$ cat src/rtl/mem_arbiter_if.sv
// Bundle of the fetch, load/store and memory-side signals around the arbiter.
// The slave modport is the arbiter's view; master is the surrounding environment.
interface mem_arbiter_if;
  logic        if_req;
  logic [31:0] if_addr;
  logic        if_ack;
  logic [31:0] if_rdata;
  logic        if_stall;

  logic        ls_req;
  logic        ls_we;
  logic [31:0] ls_addr;
  logic [31:0] ls_wdata;
  logic [3:0]  ls_be;
  logic        ls_ack;
  logic [31:0] ls_rdata;

  logic        mem_req;
  logic        mem_we;
  logic [31:0] mem_addr;
  logic [31:0] mem_wdata;
  logic [3:0]  mem_be;
  logic [31:0] mem_rdata;
  logic        mem_ack;

  logic        err;

  modport slave (
    input  if_req, if_addr, ls_req, ls_we, ls_addr, ls_wdata, ls_be, mem_rdata, mem_ack,
    output if_ack, if_rdata, if_stall, ls_ack, ls_rdata,
           mem_req, mem_we, mem_addr, mem_wdata, mem_be, err
  );

  modport master (
    output if_req, if_addr, ls_req, ls_we, ls_addr, ls_wdata, ls_be, mem_rdata, mem_ack,
    input  if_ack, if_rdata, if_stall, ls_ack, ls_rdata,
           mem_req, mem_we, mem_addr, mem_wdata, mem_be, err
  );
endinterface

$ cat src/rtl/mem_arbiter.sv
// Arbitrates instruction fetch and load/store onto one single-port memory,
// one access at a time, with load/store priority bounded by a starvation counter.
module mem_arbiter #(
  parameter int STARVE_LIMIT = 4
) (
  input  logic          clk,
  input  logic          rst,
  mem_arbiter_if.slave  bus
);

  localparam logic [1:0] IDLE   = 2'd0;
  localparam logic [1:0] GNT_IF = 2'd1;
  localparam logic [1:0] GNT_LS = 2'd2;

  localparam logic [2:0] LIMIT = 3'(STARVE_LIMIT);

  logic [1:0]  state_q, state_d;
  logic [2:0]  starve_cnt_q, starve_cnt_d;
  logic        we_q, we_d;
  logic [31:0] addr_q, addr_d;
  logic [31:0] wdata_q, wdata_d;
  logic [3:0]  be_q, be_d;
  logic        if_ack_q, if_ack_d;
  logic        ls_ack_q, ls_ack_d;
  logic [31:0] if_rdata_q, if_rdata_d;
  logic [31:0] ls_rdata_q, ls_rdata_d;
  logic        err_q, err_d;
  logic        ls_wins;

  // Load/store wins unless a waiting fetch has already been passed over LIMIT times.
  assign ls_wins = bus.ls_req && (!bus.if_req || (starve_cnt_q < LIMIT));

  always_comb begin
    state_d      = state_q;
    starve_cnt_d = starve_cnt_q;
    we_d         = we_q;
    addr_d       = addr_q;
    wdata_d      = wdata_q;
    be_d         = be_q;
    if_ack_d     = 1'b0;
    ls_ack_d     = 1'b0;
    if_rdata_d   = if_rdata_q;
    ls_rdata_d   = ls_rdata_q;
    err_d        = err_q;

    case (state_q)
      IDLE: begin
        if (bus.mem_ack) begin
          err_d = 1'b1;
        end
        if (ls_wins) begin
          state_d = GNT_LS;
          we_d    = bus.ls_we;
          addr_d  = bus.ls_addr;
          wdata_d = bus.ls_we ? bus.ls_wdata : 32'h0;
          be_d    = bus.ls_we ? bus.ls_be : 4'hF;
          if (bus.if_req && (starve_cnt_q < LIMIT)) begin
            starve_cnt_d = starve_cnt_q + 3'd1;
          end
        end else if (bus.if_req) begin
          state_d      = GNT_IF;
          we_d         = 1'b0;
          addr_d       = bus.if_addr;
          wdata_d      = 32'h0;
          be_d         = 4'hF;
          starve_cnt_d = 3'd0;
        end
      end
      GNT_IF: begin
        if (bus.mem_ack) begin
          if_rdata_d = bus.mem_rdata;
          if_ack_d   = 1'b1;
          state_d    = IDLE;
        end
      end
      GNT_LS: begin
        if (bus.mem_ack) begin
          ls_rdata_d = we_q ? 32'h0 : bus.mem_rdata;
          ls_ack_d   = 1'b1;
          state_d    = IDLE;
        end
      end
      default: state_d = IDLE;
    endcase
  end

  always_ff @(posedge clk) begin
    if (rst) begin
      state_q      <= IDLE;
      starve_cnt_q <= 3'd0;
      we_q         <= 1'b0;
      addr_q       <= 32'h0;
      wdata_q      <= 32'h0;
      be_q         <= 4'h0;
      if_ack_q     <= 1'b0;
      ls_ack_q     <= 1'b0;
      if_rdata_q   <= 32'h0;
      ls_rdata_q   <= 32'h0;
      err_q        <= 1'b0;
    end else begin
      state_q      <= state_d;
      starve_cnt_q <= starve_cnt_d;
      we_q         <= we_d;
      addr_q       <= addr_d;
      wdata_q      <= wdata_d;
      be_q         <= be_d;
      if_ack_q     <= if_ack_d;
      ls_ack_q     <= ls_ack_d;
      if_rdata_q   <= if_rdata_d;
      ls_rdata_q   <= ls_rdata_d;
      err_q        <= err_d;
    end
  end

  // The latched request is only exposed while a grant is active, so the bus reads 0 in IDLE.
  logic granted;
  assign granted = (state_q != IDLE);

  assign bus.mem_req   = granted;
  assign bus.mem_we    = granted & we_q;
  assign bus.mem_addr  = granted ? addr_q  : 32'h0;
  assign bus.mem_wdata = granted ? wdata_q : 32'h0;
  assign bus.mem_be    = granted ? be_q    : 4'h0;

  assign bus.if_ack   = if_ack_q;
  assign bus.ls_ack   = ls_ack_q;
  assign bus.if_rdata = if_rdata_q;
  assign bus.ls_rdata = ls_rdata_q;
  assign bus.err      = err_q;
  assign bus.if_stall = bus.if_req & ~if_ack_q;

endmodule
$ cat src/flat_wrapper.sv
// flat-port wrapper written by rule: the top's interface ports become plain ports
module mem_arbiter_flat 
#(
  parameter int STARVE_LIMIT = 4
)
  (clk, rst, bus_if_req, bus_if_addr, bus_ls_req, bus_ls_we, bus_ls_addr, bus_ls_wdata, bus_ls_be, bus_mem_rdata, bus_mem_ack, bus_if_ack, bus_if_rdata, bus_if_stall, bus_ls_ack, bus_ls_rdata, bus_mem_req, bus_mem_we, bus_mem_addr, bus_mem_wdata, bus_mem_be, bus_err);
  mem_arbiter_if bus_i ();
  input  logic clk;
  input  logic rst;
  input wire logic [$bits(bus_i.if_req)-1:0] bus_if_req;
  input wire logic [$bits(bus_i.if_addr)-1:0] bus_if_addr;
  input wire logic [$bits(bus_i.ls_req)-1:0] bus_ls_req;
  input wire logic [$bits(bus_i.ls_we)-1:0] bus_ls_we;
  input wire logic [$bits(bus_i.ls_addr)-1:0] bus_ls_addr;
  input wire logic [$bits(bus_i.ls_wdata)-1:0] bus_ls_wdata;
  input wire logic [$bits(bus_i.ls_be)-1:0] bus_ls_be;
  input wire logic [$bits(bus_i.mem_rdata)-1:0] bus_mem_rdata;
  input wire logic [$bits(bus_i.mem_ack)-1:0] bus_mem_ack;
  output wire logic [$bits(bus_i.if_ack)-1:0] bus_if_ack;
  output wire logic [$bits(bus_i.if_rdata)-1:0] bus_if_rdata;
  output wire logic [$bits(bus_i.if_stall)-1:0] bus_if_stall;
  output wire logic [$bits(bus_i.ls_ack)-1:0] bus_ls_ack;
  output wire logic [$bits(bus_i.ls_rdata)-1:0] bus_ls_rdata;
  output wire logic [$bits(bus_i.mem_req)-1:0] bus_mem_req;
  output wire logic [$bits(bus_i.mem_we)-1:0] bus_mem_we;
  output wire logic [$bits(bus_i.mem_addr)-1:0] bus_mem_addr;
  output wire logic [$bits(bus_i.mem_wdata)-1:0] bus_mem_wdata;
  output wire logic [$bits(bus_i.mem_be)-1:0] bus_mem_be;
  output wire logic [$bits(bus_i.err)-1:0] bus_err;
  assign bus_i.if_req = bus_if_req;
  assign bus_i.if_addr = bus_if_addr;
  assign bus_i.ls_req = bus_ls_req;
  assign bus_i.ls_we = bus_ls_we;
  assign bus_i.ls_addr = bus_ls_addr;
  assign bus_i.ls_wdata = bus_ls_wdata;
  assign bus_i.ls_be = bus_ls_be;
  assign bus_i.mem_rdata = bus_mem_rdata;
  assign bus_i.mem_ack = bus_mem_ack;
  assign bus_if_ack = bus_i.if_ack;
  assign bus_if_rdata = bus_i.if_rdata;
  assign bus_if_stall = bus_i.if_stall;
  assign bus_ls_ack = bus_i.ls_ack;
  assign bus_ls_rdata = bus_i.ls_rdata;
  assign bus_mem_req = bus_i.mem_req;
  assign bus_mem_we = bus_i.mem_we;
  assign bus_mem_addr = bus_i.mem_addr;
  assign bus_mem_wdata = bus_i.mem_wdata;
  assign bus_mem_be = bus_i.mem_be;
  assign bus_err = bus_i.err;
  mem_arbiter #(.STARVE_LIMIT(STARVE_LIMIT)) u_core (.clk(clk), .rst(rst), .bus(bus_i));
endmodule
$ cat config.mk
export PLATFORM = sky130hd
export DESIGN_NAME = mem_arbiter_flat
export DESIGN_NICKNAME = d
export VERILOG_FILES = /design/src/rtl/mem_arbiter_if.sv /design/src/rtl/mem_arbiter.sv /design/src/flat_wrapper.sv
export SDC_FILE = /design/constraint.sdc
export NUM_CORES = 1
export LEC_CHECK = 0
export ABC_AREA = 1
export BUFFER_PORTS_ARGS = -buffer_cell sky130_fd_sc_hd__buf_4
export CORE_ASPECT_RATIO = 0.5
export CORE_MARGIN = 2
export CORE_UTILIZATION = 45
export DETAILED_ROUTE_END_ITERATION = 8
export MAX_ROUTING_LAYER = met4
export PLACE_DENSITY_LB_ADDON = 0.15
export SYNTH_ARGS = -nofsm -noshare
export SYNTH_HDL_FRONTEND = slang
export SYNTH_SLANG_ARGS = --single-unit
$ cat constraint.sdc
create_clock -name clk -period 3.1 [get_ports clk]
set_clock_uncertainty 0.05 [all_clocks]
set_input_delay 0.62 -clock clk [delete_from_list [all_inputs] [get_ports clk]]
set_output_delay 0.62 -clock clk [all_outputs]
set_load 0.005 [all_outputs]
After elaboration in Yosys (flattened, before gate mapping):

Index checks and enable logic that the tools add are counted.

* bits in registers: 141
* input bits: 138
* output and inout port bits: 138
* word-level logic and storage cells: 61

* $add $sub $neg: 1
* order comparisons: 1
* eq/ne operators: 5
* muxes and demuxes: 22
* bitwise logic cells: 5
* reductions and logical operators: 16

Operator list (count)
* 32-bit two-way mux: 8
* 4-bit two-way mux: 4
* 2-bit AND reduction: 5
* 3-bit two-way mux: 3
* 2-bit two-way mux: 3
* 2-bit OR reduction: 3
* 2-bit case mux with 2 select lines: 1
* 2-bit nonzero test: 2
* 3-bit by 1-bit adder with 3-bit output, second input constant: 1
* 3-bit < comparator, second input constant: 1
* 1-bit two-way mux: 3
* 3-bit by 2-bit inequality test with 1-bit output, second input constant: 1
* 1-bit inverter: 3
* 3-bit AND reduction: 1
* 1-bit AND: 2
* 2-bit by 1-bit == test with 1-bit output, second input constant: 1
* 2-bit == test, second input constant: 1
* 1-bit logical AND: 2
* 2-bit zero test: 1
* 2-bit by 1-bit inequality test with 1-bit output, second input constant: 1
* 2-bit inequality test, second input constant: 1
* 1-bit zero test: 1
* 1-bit logical OR: 1

Longest topological paths before layout:

* depth after elaboration: 5
* gate-level depth with buffers: 8
* depth with buffers taken out: 7

Worst setup path before layout:

OpenSTA, ideal clock, no wires.

* path kind: register to output
* start: reg u_core.state_q[0]
* end: out bus_mem_addr[0]
* arrival time: 1.199 ns
* required time: 2.430 ns
* slack: 1.231 ns
* cell stages (with the launch flop): 6
* path buffers: 2
* cell sequence: dfxtp_1 > inv_1 > ha_1 > clkbuf_1 > clkbuf_1 > nor2_1

* longest elaborated chain between the ends: 2

RTL lines
* from (decl): RTL line mem_arbiter.sv:17 `logic [1:0] state_q, state_d;`
* from (signal assigned): RTL line mem_arbiter.sv:101 `state_q <= state_d;`
* 2-bit nonzero test: RTL line mem_arbiter.sv:117 `assign granted = (state_q != IDLE);`
* 32-bit two-way mux: RTL line mem_arbiter.sv:121 `assign bus.mem_addr = granted ? addr_q : 32'h0;`
* to (decl): RTL line flat_wrapper.sv:26 `output wire logic [$bits(bus_i.mem_addr)-1:0] bus_mem_addr;`

Every way passes these cells.

Worst setup path in the final report:

* start: reg u_core.state_q[0]
* end: out bus_mem_wdata[7]

* longest elaborated chain between the ends: 2

RTL lines
* 2-bit nonzero test: RTL line mem_arbiter.sv:117
* 32-bit two-way mux: RTL line mem_arbiter.sv:122 `assign bus.mem_wdata = granted ? wdata_q : 32'h0;`
* to (decl): RTL line flat_wrapper.sv:27 `output wire logic [$bits(bus_i.mem_wdata)-1:0] bus_mem_wdata;`

Every way passes these cells.

==> results_dict.tcl <==
set metrics [dict create \
    fin_crit_ns 2.63 \
    dr.first_iter.drc_count 463 \
    cts_buffer_depth 2 \
    status "completed" \
    die_h_microns 87.3 \
    cts.clk_slew.worst_paths_ns 0.06 \
    maxSlewHeadroom 0.272 \
    initial_utilization 0.460 \
    dieArea_sq_um 14900 \
    grt_max_degree 70 \
    synthesis.instances 955 \
    cts_root_buf "clkbuf_16" \
    slew_violations 0 \
    viasPerCell 4.89 \
    cts_buffers 17 \
    crit_arrival_ns 1.96 \
    hold_ws_ns 0.390 \
    grt_usage 0.260 \
    synthTopCellsByArea "dfxtp_1 45%, nor2_1 15%, nand2_1 12%, o21ai_0 8.0%, nand3_1 5.3%" \
    cts_htree_levels 4 \
    grt_remaining_overflow 0 \
    hpwlAfterDp_microns 12700 \
    hp-class "primary input to flip-flop" \
    yosys.area.top_type "dfxtp_1" \
    syn2layout_area_growth_pct 43.4 \
    insertion_delay_ns 0.40 \
    antenna_found_initial 0 \
    die_w_microns 170 \
    setup_tns_ns 0 \
    routabilityCongestion 0.834 \
    drt.antenna.violating_nets 0 \
    path_class "flip-flop to output pin" \
    grt_pass1_wl_microns 29900 \
    cts-resized-gates 0 \
    synth_top_cell_area_share 0.453 \
    netlist_area_sq_um 6240 \
    tightest_slew_ns 1.09 \
    fillers 1250 \
    drc 0 \
    rsz0062_at_grt "false" \
    routed_wl_microns 18700 \
    end_kind "output pin" \
    setup_viol 0 \
    fin_nets 1332 \
    dr_total_vias 6825 \
    core-area_sq_um 13600 \
    routedWlPerCell_microns 13.4 \
    synth_edf_count 0 \
    finalCritPeriodShare 0.847 \
    yosys-top-cells-count "243 x nor2_1, 207 x nand2_1, 141 x dfxtp_1, 100 x o21ai_0, 78 x inv_1" \
    cts.sinks 141 \
    num_rows 30 \
    grt_pass1_vias 6170 \
    synth_cell_types 19 \
    syn-mean-instance-area_sq_um 6.53 \
    cts_hold_buf 0 \
    pwr_density_cell_nw_per_um2 525 \
    cts_tree "built" \
    ir_drop_mv 0.408 \
    firstDrtPassIters 5 \
    critical_path_peak_fanout 33 \
    synth.most_common_cell "nor2_1" \
    yosysWarnings 0 \
    cap_violations 0 \
    final_layout_size_suffix_gt1_frac 0.270 \
    pin_count 276 \
    fmax_mhz 381 \
    post_cts_buffers 0 \
    start_kind "flip-flop" \
    synth_nets 1097 \
    finalHoldViolCount 0 \
    p_leak_uw 0.00422 \
    cp.required_ns 2.43 \
    yosys_most_used_dff "dfxtp_1" \
    async_flop_share 0 \
    io_buffers 275 \
    ys_ff_latch 141 \
    ys_seq_area_frac 0.453 \
    antenna_cells 0 \
]
## kinds of logic (layout without fill, tap and decap cells)
| family | count (synthesis) | in the layout | synth area share |
|---|---|---|---|
| buffers and inverters | 148 | 396 | 0.0971 |
| AND/OR/NAND/NOR | 523 | 523 | 0.331 |
| AO/OA/AOI/OAI | 139 | 139 | 0.112 |
| adder cells (fa/ha/maj) | 4 | 4 | 0.00802 |
| flip-flops | 141 | 141 | 0.453 |
## power by group
part / internal (uW) / switching (uW)
combinational: 352 / 430
sequential: 1920 / 55.8
clock: 1070 / 860
## sequential cells by signal, summed over array words and instances, names as in the netlist
register / count
u_core.addr_q: 32
u_core.bus.err: 1
u_core.bus.if_ack: 1
u_core.state_q: 2
u_core.starve_cnt_q: 3
u_core.bus.if_rdata: 32
u_core.we_q: 1
u_core.be_q: 4
u_core.bus.ls_rdata: 32
u_core.wdata_q: 32
u_core.bus.ls_ack: 1
## layout by cell type (no fill, tap or decap), drive strengths merged
cell        n
a21oi      38
buf       286
clkbuf     18
clkinv      3
clkinvlp    2
dfxtp     141
ha          4
inv        87
nand2     208
nand3      66
nand3b      1
nand4       2
nor2      244
nor3        1
o21ai     101
or2         1
## layer usage
metal / vias to the layer above / GRT usage / routed length [microns]
met4: 0 / 0.0668 / 182
met2: 258 / 0.436 / 9040
met5: - / - / 0
li1: 3427 / - / -
met1: 3121 / 0.320 / 8100
met3: 19 / 0.0595 / 1330
## path summary, 6_finish.rpt
path / cells after the start / to / from / slack [ns]
min reg2reg: 2 / u_core.wdata_q[1] / u_core.wdata_q[1] / 0.42
min: 3 / u_core.be_q[2] / bus_ls_be[2] / 0.39
max: 5 / bus_mem_wdata[7] / u_core.state_q[0] / 0.47
max reg2reg: 7 / u_core.addr_q[5] / u_core.state_q[0] / 0.79
## critical path, cell delays in order (launching register included)
cell	delay [ns]
dfxtp_1	0.33
inv_1	0.08
ha_2	0.61
buf_12	0.28
nor2_1	0.09
buf_4	0.14
## final cells by class
type	instances	area (sq um)	share of cell area
multi-input combinational	666	2830	0.316
sequential	141	2820	0.316
timing repair buffer	286	2200	0.246
clock buffer	18	439	0.0491
inverter	78	293	0.0327
tap	192	240	0.0269
clock inverter	14	121	0.0136
## through the flow
step / setup WS, ns / cells / power (uW) / instance area (sq um) / utilization
6_report: 0.475 / 1395 / 4700 / 8940 / 0.660
5_1_grt: 0.323 / 1395 / 4930 / 8940 / 0.660
4_1_cts: 0.466 / 1395 / 4730 / 8940 / 0.660
3_5_place_dp: 0.807 / 1363 / 2800 / 8380 / 0.619
3_3_place_gp: 0.866 / 1363 / 2780 / 8380 / 0.619
2_1_floorplan: 1.23 / 955 / 2430 / 6240 / -
No activity file was read; power rests on OpenSTA's default activity.
